==> src/rtl/uart_rx.sv <==
// ---------------------------------------------------------------------------
// uart_rx
//   UART receiver for the far end of our UART transmitter link. The serial
//   line is oversampled PRESCALE times per bit. One frame is recovered per
//   start edge: start(0), WIDTH data bits LSB first, optional parity bit,
//   stop(1). Each bit is decided by a 3-sample majority vote around the bit
//   centre. A good frame updates P_DATA and pulses data_valid for one cycle.
//   A bad parity or stop bit drops the frame and pulses the matching error.
//   RX_IN must already be synchronous to CLK.
//
// Parameters
//   WIDTH      data bits per frame
//   PRESCALE   CLK cycles per bit (even, >= 4)
//
// Ports
//   CLK         in   1      clock, rising edge
//   RST         in   1      asynchronous active-low reset
//   RX_IN       in   1      serial line, idle high
//   PAR_EN      in   1      1 = frame carries a parity bit
//   PAR_TYP     in   1      0 = even parity, 1 = odd parity
//   P_DATA      out  WIDTH  last good received word
//   data_valid  out  1      one-cycle pulse, P_DATA updated with a good frame
//   par_err     out  1      one-cycle pulse, parity mismatch, frame dropped
//   stp_err     out  1      one-cycle pulse, stop bit sampled 0, frame dropped
//   rx_busy     out  1      high while a frame is being received
// ---------------------------------------------------------------------------
module uart_rx #(
  parameter int WIDTH    = 8,
  parameter int PRESCALE = 8
) (
  input  logic             CLK,
  input  logic             RST,
  input  logic             RX_IN,
  input  logic             PAR_EN,
  input  logic             PAR_TYP,
  output logic [WIDTH-1:0] P_DATA,
  output logic             data_valid,
  output logic             par_err,
  output logic             stp_err,
  output logic             rx_busy
);

  localparam int EC_W = $clog2(PRESCALE);
  localparam int BC_W = (WIDTH > 1) ? $clog2(WIDTH) : 1;

  // Edge counter positions inside one bit period
  localparam logic [EC_W-1:0] EDGE_S0   = EC_W'(PRESCALE/2 - 1);
  localparam logic [EC_W-1:0] EDGE_S1   = EC_W'(PRESCALE/2);
  localparam logic [EC_W-1:0] EDGE_DEC  = EC_W'(PRESCALE/2 + 1);
  localparam logic [EC_W-1:0] EDGE_LAST = EC_W'(PRESCALE - 1);
  localparam logic [EC_W-1:0] EDGE_ONE  = EC_W'(1);
  localparam logic [BC_W-1:0] BIT_LAST  = BC_W'(WIDTH - 1);

  typedef enum logic [2:0] {
    IDLE,
    START,
    DATA,
    PARITY,
    STOP
  } state_t;

  state_t           r_state;
  logic [EC_W-1:0]  r_edgeCnt;
  logic [BC_W-1:0]  r_bitCnt;
  logic [WIDTH-1:0] r_shift;
  logic [WIDTH-1:0] r_pData;
  logic             r_samp0;
  logic             r_samp1;
  logic             r_parEn;
  logic             r_parTyp;
  logic             r_parBad;
  logic             r_dataValid;
  logic             r_parErr;
  logic             r_stpErr;
  logic             r_busy;

  logic             w_majority;
  logic             w_isDecision;
  logic             w_isLast;
  logic             w_expParity;

  // The third vote is the live line value on the decision cycle, so the
  // bit value is available on the same edge that acts on it.
  assign w_majority   = (r_samp0 & r_samp1) | (r_samp0 & RX_IN) | (r_samp1 & RX_IN);
  assign w_isDecision = (r_edgeCnt == EDGE_DEC);
  assign w_isLast     = (r_edgeCnt == EDGE_LAST);
  assign w_expParity  = r_parTyp ? ~(^r_shift) : (^r_shift);

  assign P_DATA     = r_pData;
  assign data_valid = r_dataValid;
  assign par_err    = r_parErr;
  assign stp_err    = r_stpErr;
  assign rx_busy    = r_busy;

  // First two majority votes, taken just before the bit centre.
  always_ff @(posedge CLK or negedge RST) begin
    if (!RST) begin
      r_samp0 <= 1'b1;
      r_samp1 <= 1'b1;
    end else if (r_state != IDLE) begin
      if (r_edgeCnt == EDGE_S0) begin
        r_samp0 <= RX_IN;
      end
      if (r_edgeCnt == EDGE_S1) begin
        r_samp1 <= RX_IN;
      end
    end
  end

  // Frame FSM with registered result pulses. The cycle that detects the
  // start edge counts as edge 0, so START is entered with the edge counter
  // already at 1. STOP returns to IDLE at its decision cycle rather than the
  // end of the bit so a start edge following immediately is not missed.
  always_ff @(posedge CLK or negedge RST) begin
    if (!RST) begin
      r_state     <= IDLE;
      r_edgeCnt   <= '0;
      r_bitCnt    <= '0;
      r_shift     <= '0;
      r_pData     <= '0;
      r_parEn     <= 1'b0;
      r_parTyp    <= 1'b0;
      r_parBad    <= 1'b0;
      r_dataValid <= 1'b0;
      r_parErr    <= 1'b0;
      r_stpErr    <= 1'b0;
      r_busy      <= 1'b0;
    end else begin
      r_dataValid <= 1'b0;
      r_parErr    <= 1'b0;
      r_stpErr    <= 1'b0;

      case (r_state)
        IDLE: begin
          r_edgeCnt <= '0;
          r_bitCnt  <= '0;
          if (!RX_IN) begin
            r_state   <= START;
            r_edgeCnt <= EDGE_ONE;
            r_parEn   <= PAR_EN;
            r_parTyp  <= PAR_TYP;
            r_parBad  <= 1'b0;
            r_busy    <= 1'b1;
          end
        end

        START: begin
          if (w_isDecision && w_majority) begin
            // Line came back high at the bit centre: a glitch, not a start.
            r_state   <= IDLE;
            r_edgeCnt <= '0;
            r_busy    <= 1'b0;
          end else if (w_isLast) begin
            r_state   <= DATA;
            r_edgeCnt <= '0;
          end else begin
            r_edgeCnt <= r_edgeCnt + 1'b1;
          end
        end

        DATA: begin
          if (w_isDecision) begin
            r_shift[r_bitCnt] <= w_majority;
          end
          if (w_isLast) begin
            r_edgeCnt <= '0;
            if (r_bitCnt == BIT_LAST) begin
              r_bitCnt <= '0;
              r_state  <= r_parEn ? PARITY : STOP;
            end else begin
              r_bitCnt <= r_bitCnt + 1'b1;
            end
          end else begin
            r_edgeCnt <= r_edgeCnt + 1'b1;
          end
        end

        PARITY: begin
          if (w_isDecision) begin
            r_parBad <= (w_majority != w_expParity);
          end
          if (w_isLast) begin
            r_state   <= STOP;
            r_edgeCnt <= '0;
          end else begin
            r_edgeCnt <= r_edgeCnt + 1'b1;
          end
        end

        STOP: begin
          if (w_isDecision) begin
            r_state   <= IDLE;
            r_edgeCnt <= '0;
            r_busy    <= 1'b0;
            if (!w_majority) begin
              r_stpErr <= 1'b1;
              r_parErr <= r_parBad;
            end else if (r_parBad) begin
              r_parErr <= 1'b1;
            end else begin
              r_pData     <= r_shift;
              r_dataValid <= 1'b1;
            end
          end else begin
            r_edgeCnt <= r_edgeCnt + 1'b1;
          end
        end

        default: begin
          r_state   <= IDLE;
          r_edgeCnt <= '0;
          r_bitCnt  <= '0;
          r_busy    <= 1'b0;
        end
      endcase
    end
  end

endmodule

==> config.mk <==
export PLATFORM = sky130hd
export DESIGN_NAME = uart_rx
export DESIGN_NICKNAME = d
export VERILOG_FILES = /design/src/rtl/uart_rx.sv
export SDC_FILE = /design/constraint.sdc
export NUM_CORES = 1
export LEC_CHECK = 0
export CORE_ASPECT_RATIO = 1.75
export CORE_UTILIZATION = 45
export DETAILED_ROUTE_END_ITERATION = 10
export HOLD_SLACK_MARGIN = 0.02
export PLACE_DENSITY = 0.65
export RECOVER_POWER = 25
export SETUP_SLACK_MARGIN = 0.3
export SYNTH_ARGS = -nofsm -noshare
export SYNTH_HDL_FRONTEND = slang
export SYNTH_SLANG_ARGS = --single-unit
==> constraint.sdc <==
create_clock -name CLK -period 4.9 [get_ports CLK]
set_clock_uncertainty 0.05 [all_clocks]
set_input_delay 0.49 -clock CLK [delete_from_list [all_inputs] [get_ports CLK]]
set_output_delay 0.49 -clock CLK [all_outputs]
set_load 0.02 [all_outputs]
-- Word-level counts from Yosys, hierarchy flattened
Cells that the tools add are included.
- output and inout port bits: 12
- input port bits: 5
- flip-flop bits (word level): 34
- logic and storage cells: 102
- bitwise operators: 10
- muxes and demuxes: 39
- magnitude comparators: 2
- equality and inequality tests: 18
- reduce and logical (&&, ||, !) cells: 17
- add/sub/neg operators: 2
- operators with widths (kind ; count):
    2-to-1 mux 3 bit ; 13
    2-to-1 mux 1 bit ; 19
    == test 3 bit (second input constant) ; 5
    one-hot mux 3 bit (5 select lines) ; 1
    inequality test 2 bit (second input constant) ; 7
    one-hot mux 3 bit (4 select lines) ; 1
    AND reduction 2 bit ; 5
    == test 3 x 2 -> 1 bit (second input constant) ; 3
    bitwise mux 8 bit ; 1
    AND reduction 4 bit ; 2
    XOR reduction 8 bit ; 1
    adder 3 x 1 -> 3 bit (second input constant) ; 2
    one-hot mux 3 bit (2 select lines) ; 1
    AND reduction 6 bit ; 1
    NOT 1 bit ; 5
    less-than comparator 3 x 4 -> 1 bit (second input constant) ; 1
    one-hot mux 1 bit (4 select lines) ; 1
    bitwise AND 1 bit ; 3
    demux 1 bit (select 3 bit) ; 1
    == test 3 x 1 -> 1 bit (second input constant) ; 1
    greater-or-equal comparator 3 x 1 -> 1 bit (second input constant) ; 1
    logical NOT 3 bit ; 1
    inequality test 3 bit (second input constant) ; 1
    AND reduction 3 bit ; 1
    8 further kinds ; 10

-- Depth between registers and ports, before layout
Gate-level depths: netlist (run 1).
- word-level depth: 6
- gate-level depth with buffers: 7
- depth with buffers taken out: 6

-- Worst setup path after synthesis (run 1)
Ideal clock, no wire load.
- path kind: flip-flop to flip-flop
- start: register r_edgeCnt[1]
- end: register r_pData[0] (netlist: P_DATA[0])
- clock period less this slack: 1.829 ns
- data arrival time: 1.654 ns
- setup time: 0.125 ns
- required time: 4.725 ns
- path slack: 3.071 ns
- path buffers: 1
- stages on the path, launching flop included: 8
- path through: dfrtp_1 inv_1 ha_1 and2_0 nand2_1 or3_1 buf_6 mux2_4
- cells in the longest elaborated chain, start to end: 2
- ends and longest elaborated chain (what ; line ; source):
    from (decl) ; 63 ; logic [EC_W-1:0] r_edgeCnt;
    from (signal assigned) ; 157 ; r_edgeCnt <= r_edgeCnt + 1'b1;
    from (signal assigned) ; 174 ; r_edgeCnt <= r_edgeCnt + 1'b1;
    from (signal assigned) ; 186 ; r_edgeCnt <= r_edgeCnt + 1'b1;
    == test 3 bit ; 85 ; assign w_isDecision = (r_edgeCnt == EDGE_DEC);
    AND reduction 4 bit (no source line) ; -- ;
    to (signal assigned) ; 201 ; r_pData <= r_shift;
    to (decl) ; 66 ; logic [WIDTH-1:0] r_pData;
Every way passes these cells.
A chain may end at the register's enable or synchronous reset.

-- Worst setup path in the final report (run 1)
- start: input RX_IN
- end: register r_pData[7] (netlist: P_DATA[7])
- cells in the longest elaborated chain, start to end: 4
- elaborated cells on any way between the ends: 5
- classes of those cells: bitwise (4); reduce/logical (1)
- ends and longest elaborated chain (what ; line ; source):
    from (decl) ; 33 ; input logic RX_IN,
    bitwise AND 1 bit ; 84 ; assign w_majority = (r_samp0 & r_samp1) | (r_samp0 & RX_IN) | (r_samp1 & RX_IN);
    OR 1 bit ; 84 ;
    OR 1 bit * ; 84 ;
    AND reduction 4 bit (no source line) * ; -- ;
Mark *: on every way between the ends. The rest lies on a longest branch, timed or not.

==> results of run 1 <==
[synthesized netlist by cell type, types with 4 or more instances]
cell | n | area [um^2]
xnor2_1 | 6 | 52.6
clkbuf_1 | 6 | 22.5
inv_1 | 5 | 18.8
mux2_4 | 8 | 120
a21oi_1 | 6 | 30.0
nand3_1 | 4 | 20.0
nor3_1 | 4 | 20.0
mux2_2 | 11 | 124
nor2_1 | 8 | 30.0
dfrtp_1 | 32 | 801
ha_1 | 7 | 87.6
nand2_1 | 8 | 30.0
[layout by cell type, fill, tap and decap left out]
| master | instances |
|---|---|
| a21oi_1 | 6 |
| a22oi_1 | 1 |
| a2bb2oi_1 | 1 |
| a32oi_1 | 1 |
| and2_0 | 1 |
| and2b_1 | 1 |
| and3_1 | 1 |
| clkbuf_1 | 2 |
| clkbuf_8 | 6 |
| clkdlybuf4s50_1 | 15 |
| clkinv_2 | 1 |
| dfrtp_1 | 32 |
| dfstp_2 | 2 |
| dlygate4sd3_1 | 1 |
| ha_1 | 7 |
| inv_1 | 5 |
| maj3_1 | 1 |
| mux2_1 | 1 |
| mux2_2 | 11 |
| mux2_4 | 8 |
| mux2i_1 | 2 |
| nand2_1 | 8 |
| nand2b_1 | 2 |
| nand3_1 | 4 |
| nand3b_1 | 3 |
| nand4b_1 | 2 |
| nor2_1 | 8 |
| nor2b_1 | 3 |
| nor3_1 | 4 |
| nor3b_1 | 3 |
| nor4_1 | 2 |
| o21ai_0 | 2 |
| o22ai_1 | 1 |
| o2bb2ai_1 | 3 |
| o32ai_1 | 1 |
| or3_1 | 2 |
| or3b_4 | 1 |
| xnor2_1 | 6 |
| xnor3_1 | 1 |
| xor2_1 | 1 |
[flip-flops by register name, indices dropped and copies added (netlist names)]
name and count:
r_state 3, r_shift 8, r_parTyp 1, r_samp0 1, data_valid 1, r_parBad 1, rx_busy 1, r_samp1 1
r_bitCnt 3, stp_err 1, P_DATA 8, r_parEn 1, r_edgeCnt 3, par_err 1
[routing by layer]
metal | track usage (%) | vias up
li1 | - | 545
met1 | 19.3 | 571
met2 | 31.7 | 30
met3 | 4.37 | 14
met4 | 13.4 | 0
met5 | 0 | -
[logic make-up after synthesis]
| family | count (synthesis) | share of synthesized area (%) |
|---|---|---|
| buf+inv | 12 | 3.06 |
| simple gates | 45 | 14.6 |
| xor+xnor | 8 | 4.88 |
| flops | 34 | 49.6 |
| fa+ha+maj | 8 | 5.68 |
| compound gates | 16 | 6.19 |
| mux | 22 | 16.0 |
[final cells by class]
cell class | count | area, um^2
fillers | 309 | 1630
flip-flops and latches | 34 | 853
multi-input cells | 99 | 813
repair buffers | 17 | 164
clock buffers | 7 | 86.3
well taps | 46 | 57.6
inverters | 5 | 18.8
clock inverters | 1 | 5.00
[power by group]
part	internal, uW	switching, uW
logic	121	138
registers	338	56.5
clock network	113	98.1
total	573	293
[metrics by stage]
step                hold WS (ns)  cell area, um^2  total power [uW]  utilization [%]
finish                     0.461             2000               865             55.1
global route               0.487             2000               918             55.1
CTS                        0.466             2000               873             55.2
detailed placement         0.448             1910               660             52.7
global placement           0.448             1910               650             52.7
floorplan                  0.144             1720               587                -
[how the worst max path moves through the flow]
stage | end | slack [ns]
finish | P_DATA[7] | 2.39
global route | P_DATA[6] | 2.18
CTS | P_DATA[7] | 2.40
detailed placement | P_DATA[1] | 2.09
global placement | P_DATA[3] | 2.18
floorplan | P_DATA[0] | 3.07
==> flow_metrics.tcl, run 1 <==
set metrics [dict create \
    final_nets 174 \
    drv_slew 35 \
    design.core.area_um2 3630 \
    hold_path_end "P_DATA[2]" \
    overflow 0 \
    clockBufferDepth 2 \
    maxCapViolCount 1 \
    clock-sinks 34 \
    yosysSeqAreaShare_pct 49.6 \
    fmax_mhz 399 \
    cts_tree "built" \
    status "finished, violations left" \
    wl_met2_um 1740 \
    rrSetupSlack_ns 2.68 \
    drive_above_1_share_pct 17.8 \
    synth_top_flop_cell "dfrtp_1" \
    cts_resized 0 \
    period_share_pct 51.2 \
    instances_no_fill 209 \
    rr_endpoint "P_DATA[7]" \
    min-delay-start "P_DATA[2]" \
    reg2reg_from "r_samp0" \
    place.port_buffers 16 \
    grtUsageTotal_pct 18.5 \
    syn_avg_cell_area_um2 11.9 \
    ff2ff_path_depth 4 \
    path_clk_slew_ns 0.06 \
    rows 29 \
    cts_hold_buf 0 \
    dr.max_layer_used "met4" \
    violations "capacitance limit, slew limit" \
    synth_cell_types 37 \
    cp_cell_sequence "clkdlybuf4s50_1 > maj3_1 > nand2_1 > or3_1 > mux2_4" \
    vias_per_cell 5.55 \
    endpoint_kind "flop" \
    fin_setup_tns_ns 0 \
    drt_iter0_drc 25 \
    place_hpwl_um 2400 \
    slowest_delay_ns 0.58 \
    syn-cell-area_um2 1720 \
    vias 1160 \
    p_per_area_nw_per_um2 433 \
    ant_nets 0 \
    hold-path-cell-count 1 \
    io_pins 17 \
    num_antenna_cells 0 \
    irDropWorstVdd_mv 0.362 \
    crit_slowest_cell "clkdlybuf4s50_1" \
    yosys_warnings 0 \
    critPathKind "input port to flop" \
    postCtsSetupBuffers 0 \
    drc 0 \
    grt_max_degree 35 \
    dp.cells 201 \
    crit_family "simple AND/OR/NAND/NOR gates" \
    htreeDepth 2 \
    die_x_um 48.7 \
    clk_latency_ns 0.29 \
    place.gp.congestion 0.897 \
    drt_first_pass_iters 4 \
    start_util_pct 47.4 \
    critPathLaunch "RX_IN" \
    dieArea_um2 4080 \
    syn_to_final_growth_pct 16.2 \
    synth_edf_count 0 \
    crit_cells 5 \
    finalSetupViolations 0 \
    grt_pass1_wl_um 5730 \
    cts_root_buf "clkbuf_8" \
    die_h_um 83.8 \
    place_ws_ns 2.09 \
    synthArstFlopShare_pct 100 \
    wl_um 3210 \
    setup.worst_path.start_class "input port" \
    arrival_ns 2.62 \
    antenna_found_initial 0 \
    hp-class "flop to flop" \
    critical_path_required_ns 5.02 \
    rsz0062_at_grt "no" \
    synth_nets 157 \
    cp_max_fo 12 \
    setup_ws_ns 2.39 \
    worstMarginPinSlew_ns 1.81 \
    crit_buf_inv 1 \
    wl_per_cell_um 15.4 \
    m1WireLength_um 1240 \
    grt_pass1_vias 1214 \
    ys_seq_elements 34 \
    wl_met3_um 100 \
    maxSlewHeadroom_pct -20.9 \
    syn_inst 145 \
    hold_viol 0 \
    cts_buffers 5 \
    power.leakage_uw 0.000930 \
    min_period_ns 2.51 \
]
(Power assumes the default switching activity.)
==> run 2, diff against run 1 <==
--- a/config.mk
+++ b/config.mk
@@ -9,7 +9,7 @@
 export CORE_UTILIZATION = 45
 export DETAILED_ROUTE_END_ITERATION = 10
 export HOLD_SLACK_MARGIN = 0.02
-export PLACE_DENSITY = 0.65
+export PLACE_DENSITY = 0.68
 export RECOVER_POWER = 25
 export SETUP_SLACK_MARGIN = 0.3
 export SYNTH_ARGS = -nofsm -noshare
==> constraint.sdc (replaced) <==
create_clock -name CLK -period 2.05 [get_ports CLK]
set_clock_uncertainty 0.05 [all_clocks]
set_input_delay 0.205 -clock CLK [delete_from_list [all_inputs] [get_ports CLK]]
set_output_delay 0.205 -clock CLK [all_outputs]
set_load 0.02 [all_outputs]
==> run 2 against run 1 <==
The run now ends clean. Global-route usage is 0.69 points higher. First-iteration DRC count rose by 44%. Critical path depth is the same. Non-clock buffer count rose by 21. Sequential share of layout area down 4.8 points. Clock-buffer cell count shrank 2. Setup slack worse by 2.2 ns. Worst hold slack better by 0.0011 ns. Total power rose to 2.8 times the previous value.
==> flow_metrics.tcl, run 2 (synthesized netlist as in run 1, its figures left out) <==
set metrics [dict create \
    drive_above_1_share_pct 34.8 \
    antenna_found_initial 0 \
    dieArea_um2 4080 \
    vias 1240 \
    place_area_um2 2000 \
    grtUsageTotal_pct 19.2 \
    ff2ff_path_depth 5 \
    rows 29 \
    p_clk_share_pct 24.8 \
    final_nets 195 \
    fin_setup_tns_ns 0 \
    maxCapViolCount 0 \
    hp-class "flop to flop" \
    worstMarginPinSlew_ns 0.831 \
    critPathKind "flop to flop" \
    p_per_area_nw_per_um2 1060 \
    reg2reg_from "r_samp1" \
    num_antenna_cells 0 \
    hold_path_end "P_DATA[5]" \
    wl_um 3530 \
    drt_iter0_drc 36 \
    drc 0 \
    swShare_pct 32.1 \
    die_h_um 83.8 \
    grt_pass1_wl_um 5770 \
    setup.worst_path.start_class "flop" \
    place.gp.congestion 0.867 \
    critPathLaunch "r_samp1" \
    min_period_ns 1.81 \
    total_power_uw 2390 \
    clockBufferDepth 2 \
    drt_first_pass_iters 4 \
    wl_per_cell_um 15.3 \
    hold_viol 0 \
    drv_slew 0 \
    rrSetupSlack_ns 0.24 \
    power.leakage_uw 0.00106 \
    layout_common_cells "dfrtp_1 (32), buf_4 (16), clkdlybuf4s50_1 (15)" \
    maxSlewHeadroom_pct 44.6 \
    pwr-share-comb_pct 36.7 \
    finalSetupViolations 0 \
    endpoint_kind "flop" \
    internal_power_uw 1620 \
    period_share_pct 88.4 \
    status "finished, final reports clean" \
    io_pins 17 \
    post-route-cell-area_um2 2250 \
    rsz0062_at_grt "yes" \
    ant_nets 0 \
    irDropWorstVdd_mv 0.751 \
    grt_pass1_vias 1257 \
    filler_cell_count 292 \
    vias_per_cell 5.39 \
    design.core.area_um2 3630 \
    cp_max_fo 5 \
    cts_tree "built" \
    die_x_um 48.7 \
    overflow 0 \
    clock-sinks 34 \
    path_clk_slew_ns 0.07 \
    place_hpwl_um 2510 \
    hold-path-cell-count 1 \
    switchingPower_uw 769 \
    start_util_pct 47.4 \
    min-delay-start "P_DATA[5]" \
    critical_path_required_ns 2.17 \
    p_seq_share_pct 38.5 \
    htreeDepth 2 \
    syn_to_final_growth_pct 30.9 \
    clk_latency_ns 0.29 \
    place.port_buffers 16 \
    grt_max_degree 35 \
    cts_root_buf "clkbuf_8" \
    cts_buffers 5 \
    final_common_cell "dfrtp_1" \
    rr_endpoint "P_DATA[2]" \
    arrival_ns 1.93 \
    fmax_mhz 552 \
]
## run 2: cell types whose count changed in the layout (fill, tap and decap cells not counted), sizes merged
cell,before,now
buf,0,21
clkinv,1,2
bufinv,0,1
clkbuf,8,6
## run 2: worst max path at each step
| stage | endpoint | cells after the start |
|---|---|---|
| after detailed placement | P_DATA[1] | 6 |
| after global placement | P_DATA[2] | 6 |
| after global routing | P_DATA[2] | 5 |
| after CTS | P_DATA[2] | 5 |
| after floorplan | P_DATA[0] | 4 |
| final | P_DATA[2] | 5 |
## run 2: metal layers
metal	wire, um	share of wire (%)	vias to the layer above	track usage, %
li1	-	-	583	-
met1	1250	35	619	18.0
met2	2080	59	31	37.0
met3	106	3.0	7	4.92
met4	87	2.5	0	9.09
met5	0	0	-	0
## run 2: stage by stage
stage               instances  hold WS [ns]  setup slack, ns  utilization (%)
global placement          213         0.446            0.149             55.1
floorplan                 145        -0.141            0.263                -
detailed placement        213         0.448            0.140             55.1
finish                    230         0.462            0.238             62.0
CTS                       226         0.290            0.257             60.5
global route              230         0.476            0.190             62.0
## run 2: critical path, cell delays in order, from the launching register on
cell     delay (ns)
dfstp_2        0.55
maj3_2         0.21
nand2_2        0.06
or3_4          0.39
buf_6          0.15
mux2_4         0.29
## run 2: power groups by stage
| stage | clock network (uW) | registers (uW) | logic (uW) |
|---|---|---|---|
| after floorplan | 0 | 915 | 489 |
| after global placement | 0 | 917 | 714 |
| after detailed placement | 0 | 925 | 744 |
| after CTS | 608 | 913 | 828 |
| after global routing | 638 | 939 | 953 |
| final | 594 | 921 | 879 |
## run 2: area by class of cell
type                            count  area [um^2]  share of cell area [%]
Multi-Input combinational cell     99          870                    38.7
Sequential cell                    34          853                    37.9
Timing Repair Buffer               38          342                    15.2
Clock buffer                        5         68.8                    3.06
Tap cell                           46         57.6                    2.56
Clock inverter                      3         40.0                    1.78
Inverter                            5         18.8                   0.834
## run 2: timing repair
| action | in CTS | in global routing |
|---|---|---|
| pin swaps | 3 | 5 |
| setup endpoints to repair | 13 | 18 |
| buffers inserted | 4 | 4 |
| hold buffers | 0 | 0 |
| resized for setup | 13 | 9 |
| cloned | 1 | 0 |
